==> config.mk <==
export PLATFORM = sky130hd
export DESIGN_NAME = instr_fetch_sequencer
export DESIGN_NICKNAME = d
export VERILOG_FILES = /design/src/rtl/instr_fetch_sequencer.sv
export SDC_FILE = /design/constraint.sdc
export NUM_CORES = 1
export LEC_CHECK = 0
export BUFFER_PORTS_ARGS = -buffer_cell sky130_fd_sc_hd__buf_2
export CAP_MARGIN = 20
export CORE_ASPECT_RATIO = 1.5
export CORE_UTILIZATION = 45
export CTS_CLUSTER_SIZE = 14
export DETAILED_ROUTE_END_ITERATION = 12
export PLACE_DENSITY = 0.78
export SYNTH_ARGS = -nofsm -noshare
export SYNTH_HDL_FRONTEND = slang
export SYNTH_SLANG_ARGS = --single-unit
==> constraint.sdc <==
create_clock -name clk -period 3.33 [get_ports clk]
set_input_delay 0.666 -clock clk [delete_from_list [all_inputs] [get_ports clk]]
set_output_delay 0.666 -clock clk [all_outputs]
set_load 0.03 [all_outputs]
==> src/rtl/instr_fetch_sequencer.sv <==
// Multicycle instruction fetch stage: reads words over an imem req/ack handshake,
// holds them in IR, and presents decoded fields to the control unit until the next PC arrives.
module instr_fetch_sequencer #(
  parameter int unsigned     PC_W     = 32,
  parameter logic [PC_W-1:0] RESET_PC = '0,
  parameter int unsigned     TIMEOUT  = 255
) (
  input  logic            clk,
  input  logic            reset,
  input  logic            start,
  output logic            imem_req,
  output logic [PC_W-1:0] imem_addr,
  input  logic            imem_ack,
  input  logic [31:0]     imem_rdata,
  output logic            dec_valid,
  input  logic            dec_ready,
  output logic [4:0]      func,
  output logic [3:0]      rd,
  output logic [3:0]      rs1,
  output logic [3:0]      rs2,
  output logic [31:0]     imm32,
  output logic [PC_W-1:0] joff,
  output logic [1:0]      insType,
  output logic            stopOut,
  output logic [PC_W-1:0] pc_cur,
  input  logic            pc_wr,
  input  logic [PC_W-1:0] pc_next,
  output logic            busy,
  output logic            halted,
  output logic            fetch_err
);

  localparam int unsigned TCNT_W    = 16;
  localparam logic [TCNT_W-1:0] TCNT_LAST = TCNT_W'(TIMEOUT - 1);

  typedef enum logic [2:0] {
    S_IDLE,
    S_FETCH,
    S_WAIT_DEC,
    S_WAIT_PC,
    S_HALT,
    S_ERR
  } state_t;

  state_t            state;
  state_t            state_nxt;
  logic [PC_W-1:0]   pc;
  logic [31:0]       ir;
  logic [TCNT_W-1:0] tcnt;
  logic              pc_load;

  // Next-state and PC-load decision
  always_comb begin
    state_nxt = state;
    pc_load   = 1'b0;
    unique case (state)
      S_IDLE: if (start) state_nxt = S_FETCH;
      S_FETCH: begin
        if (imem_ack)               state_nxt = S_WAIT_DEC;
        else if (tcnt == TCNT_LAST) state_nxt = S_ERR;
      end
      S_WAIT_DEC: begin
        if (dec_ready) begin
          if (ir[0]) begin
            state_nxt = S_HALT;
          end else if (pc_wr) begin
            pc_load   = 1'b1;
            state_nxt = S_FETCH;
          end else begin
            state_nxt = S_WAIT_PC;
          end
        end
      end
      S_WAIT_PC: begin
        if (pc_wr) begin
          pc_load   = 1'b1;
          state_nxt = S_FETCH;
        end
      end
      default: ;
    endcase
  end

  // State, datapath registers and registered status outputs
  always_ff @(posedge clk) begin
    if (reset) begin
      state     <= S_IDLE;
      pc        <= RESET_PC;
      ir        <= '0;
      tcnt      <= '0;
      imem_req  <= 1'b0;
      dec_valid <= 1'b0;
      busy      <= 1'b0;
      halted    <= 1'b0;
      fetch_err <= 1'b0;
    end else begin
      state <= state_nxt;
      if (state == S_FETCH && imem_ack) ir <= imem_rdata;
      if (pc_load) pc <= pc_next;
      // Counter idles at zero outside FETCH, so every FETCH entry starts from zero
      if (state != S_FETCH)  tcnt <= '0;
      else if (!imem_ack)    tcnt <= tcnt + TCNT_W'(1);
      imem_req  <= (state_nxt == S_FETCH);
      dec_valid <= (state_nxt == S_WAIT_DEC);
      busy      <= (state_nxt == S_FETCH) || (state_nxt == S_WAIT_DEC) ||
                   (state_nxt == S_WAIT_PC);
      halted    <= (state_nxt == S_HALT);
      fetch_err <= (state_nxt == S_ERR);
    end
  end

  assign imem_addr = pc;
  assign pc_cur    = pc;

  // Field slices of IR, stable for as long as IR holds the instruction
  assign func    = ir[31:27];
  assign rd      = ir[26:23];
  assign rs1     = ir[22:19];
  assign rs2     = ir[18:15];
  assign imm32   = 32'($signed(ir[16:3]));
  assign joff    = PC_W'($signed(ir[26:3]));
  assign insType = ir[2:1];
  assign stopOut = ir[0];

endmodule
## Word level (Yosys, flattened, before mapping)

Index checks and enable logic that the tools add are counted.

| cells by class | value |
|---|---|
| $add $sub $neg | 1 |
| equality and inequality tests | 10 |
| mux-type cells | 12 |
| reductions and logical operators | 5 |

Operators with widths:

| cell | count |
|---|---|
| $mux W3 | 6 |
| $add A16 B1 Y16 const B | 1 |
| $eq A16 B8 Y1 const B | 1 |
| $eq A3 B2 Y1 const B | 4 |
| $pmux W3 S4 | 1 |
| $eq A3 B1 Y1 const B | 2 |
| $eq A3 B3 Y1 const B | 2 |
| $logic_not A3 Y1 | 1 |
| $mux W1 | 3 |
| $ne A3 B1 Y1 const B | 1 |
| $logic_or A1 B1 Y1 | 2 |
| $mux W2 | 1 |
| $pmux W1 S2 | 1 |
| $reduce_or A2 Y1 | 1 |
| $logic_and A1 B1 Y1 | 1 |

| word-level totals | value |
|---|---|
| flip-flop bits (word level) | 88 |
| input port bits | 70 |
| word-level logic and storage cells | 37 |

## Depth between registers and ports, before layout

| logic depth | value |
|---|---|
| word-level depth | 7 |
| mapped depth | 6 |
| gate-level depth less buffers | 6 |

## Worst setup path before layout

OpenSTA, ideal clock, no wires.

| path | value |
|---|---|
| path kind | reg2out |
| start point | register ir[16] |
| end point | output port imm32[14] |
| arrival time | 1083 ps |
| data required time | 2664 ps |
| path slack | 1581 ps |
| stages on the path, launching flop included | 2 |
| buffers on the path | 1 |
| cells stage by stage | dfxtp_1 > buf_4 |

RTL lines:

| element | RTL line | RTL |
|---|---|---|
| start, declared | 48 | `logic [31:0] ir;` |
| start signal, assigned | 98 | `if (state == S_FETCH && imem_ack) ir <= imem_rdata;` |
| end, declared | 21 | `output logic [31:0] imm32,` |

No word-level cell between the ends.

## Worst setup path in the final report

| path | value |
|---|---|
| start point | register ir[16] |
| end point | output port imm32[19] |

No word-level cell between the ends.

==> impl_metrics.py <==
metrics = {
    "timing": {
        "rsz0062_at_grt": "false",
        "finalHoldViolCount": 0,
        "skew_ps": 8.50,
        "drv_slew": 0,
        "finalWorstSetupSlack_ps": 1450,
        "timing.final.crit_share_pct": 56.5,
        "worst_slew_margin_rel_pct": 36.0,
        "tightestPinTransition_ps": 960,
        "timing.fmax_ghz": 0.531,
        "fin_crit_ps": 1880,
        "setup_viol": 0,
        "hold_slack_ps": 457,
        "fin_tns_setup_ps": 0,
    },
    "die": {
        "die-width_microns": 78.6,
        "row_count": 41,
        "die_area_sq_um": 9200,
        "io_pins": 223,
        "coreArea_sq_um": 8460,
        "die_h_microns": 117,
        "initial_utilization_pct": 46.8,
    },
    "finish": {
        "area_growth_pct": 20.3,
        "nets": 688,
        "diodes": 0,
        "utilization_pct": 56.3,
        "layout.cells.non_filler": 727,
        "drive_gt1_share_pct": 39.5,
        "layout_common_cells": "buf_2, nand2_1, dfxtp_1",
        "final_common_cell": "buf_2",
        "fillers": 761,
    },
    "setup_path": {
        "worst_path_max_delay_cell": "dfxtp_1",
        "start_kind": "flip-flop",
        "crit_path_end_kind": "output port",
        "critical-path-top-delay-family": "flip-flops",
        "crit_buf_inv": 1,
        "cp_slowest_stage_delay_ps": 600,
        "path_cells": "buf_2",
        "r2r_slack_ps": 1480,
        "arrival_ps": 1220,
        "crit_required_ps": 2660,
        "crit_fanout": 22,
        "path_class": "flip-flop to output port",
    },
    "clocking": {
        "path_clk_slew_ps": 60,
        "clock_sinks": 88,
        "htreeDepth": 3,
        "cts_tree": "done",
        "cts_setup_buffers": 0,
        "clock_latency_ps": 330,
        "root_buffer": "clkbuf_16",
        "ctsHoldBuffers": 0,
        "cts_buffers": 9,
        "clockBufferDepth": 2,
        "postCtsResizedCells": 0,
    },
    "detailed_routing": {
        "dr_total_vias": 3523,
        "routed_wl_microns": 9090,
        "drtPass1Iterations": 5,
        "drc": 0,
        "first_iter_violations": 136,
        "vias_per_cell": 4.85,
        "detail-route-antenna-nets": 0,
        "avgRoutedWirePerCell_microns": 12.5,
    },
    "placed_design": {
        "io_buffer_count": 222,
        "dp_cells": 712,
        "gp_congestion": 0.761,
        "preCtsSetupSlack_ps": 1120,
        "dp_hpwl_microns": 6880,
    },
    "pwr": {
        "peakVddDrop_mv": 0.318,
        "power_density_nw_per_um2": 514,
        "p_leak_nw": 2.33,
    },
    "global_route": {
        "grt_pass1_wl_microns": 13500,
        "grt.total_usage_pct": 19.1,
        "first_global_vias": 3004,
        "grt_max_degree": 70,
        "overflow": 0,
        "antenna_found_initial": 0,
    },
    "synth": {
        "postSynthAreaPerCell_sq_um": 8.13,
        "yosys_warnings": 0,
        "synth_top_area_share_pct": 44.4,
        "synth.distinct_cells": 40,
        "ys_seq_area_share_pct": 44.4,
        "synth_largest_area_cell": "dfxtp_1",
        "synth.cell_area_sq_um": 3970,
        "synthTopCellsByArea": "dfxtp_1, buf_4, nand2_1",
        "synth_edf_count": 0,
        "async_flop_share_pct": 0,
        "syn_nets": 560,
        "synthCells": 488,
        "synth-main-ff-cell": "dfxtp_1",
        "synth_seq_cells": 88,
    },
    "outcome": {
        "status": "finished, final reports clean",
    },
    "min_path": {
        "hp-class": "flip-flop to flip-flop",
    },
    "run": {
        "drv_cap": 0,
    },
}
==> cells by family after synthesis <==
family / count (synthesis) / share of synthesized area, %
AOI/OAI and AO/OA: 86 / 11.7
xor gates and xnor gates: 11 / 2.43
adders and majority gates: 2 / 0.631
buffers and inverters: 111 / 19.3
DFF: 88 / 44.4
and+or+nand+nor: 190 / 21.5
==> synth_stat cells (2+ instances only) <==
master,n
nand4_1,3
nand2_1,136
ha_1,2
a21oi_1,71
nand3b_1,2
nor2_1,17
nand2b_1,3
o21ai_0,7
and2_1,2
nor2b_1,2
inv_1,2
nor3_1,3
clkbuf_1,11
xor2_1,9
or3_1,4
and3_1,3
nand3_1,6
buf_4,89
xnor2_1,2
dfxtp_1,88
buf_2,7
==> state kept, by name (all words and copies together) (netlist names) <==
| register | flops |
|---|---|
| busy | 1 |
| tcnt | 16 |
| imem_req | 1 |
| halted | 1 |
| imem_addr | 32 |
| ir | 32 |
| fetch_err | 1 |
| dec_valid | 1 |
| state | 3 |
==> routing by layer <==
layer  share of wire (%)  routed length (microns)  up-vias  track usage (%)
met5                   0                        0        -                0
met4                 1.6                      144        0             9.75
met3                 6.3                      574       11             4.19
met2                  53                     4830      150             35.5
met1                  39                     3540     1602             20.0
li1                    -                        -     1760                -
==> through the flow <==
stage | cell area (sq um) | total power, mW
detailed placement | 4480 | 1.51
CTS | 4770 | 2.48
finish | 4770 | 2.45
floorplan | 3970 | 1.43
global route | 4770 | 2.55
global placement | 4480 | 1.50
==> worst paths after layout <==
check	startpoint	to	depth (start not counted)
max	ir[16]	imm32[19]	1
max reg2reg	ir[0]	imem_addr[3]	4
min reg2reg	ir[30]	ir[30]	2
min	ir[30]	ir[30]	2
==> power by group <==
part	switching (mW)	leakage (nW)	internal (mW)
combinational	0.256	1.48	0.110
sequential	0.0272	0.713	1.09
clock	0.376	0.139	0.596
total	0.659	2.33	1.79
==> layout make-up <==
cell class	count	area (sq um)	share of cell area (%)
Tap cell	107	134	2.81
Multi-Input combinational cell	289	1440	30.1
Timing Repair Buffer	226	1140	23.9
Clock buffer	12	246	5.17
Sequential cell	88	1760	36.9
Clock inverter	3	42.5	0.892
Inverter	2	7.51	0.157
No activity file was read; power rests on OpenSTA's default activity.
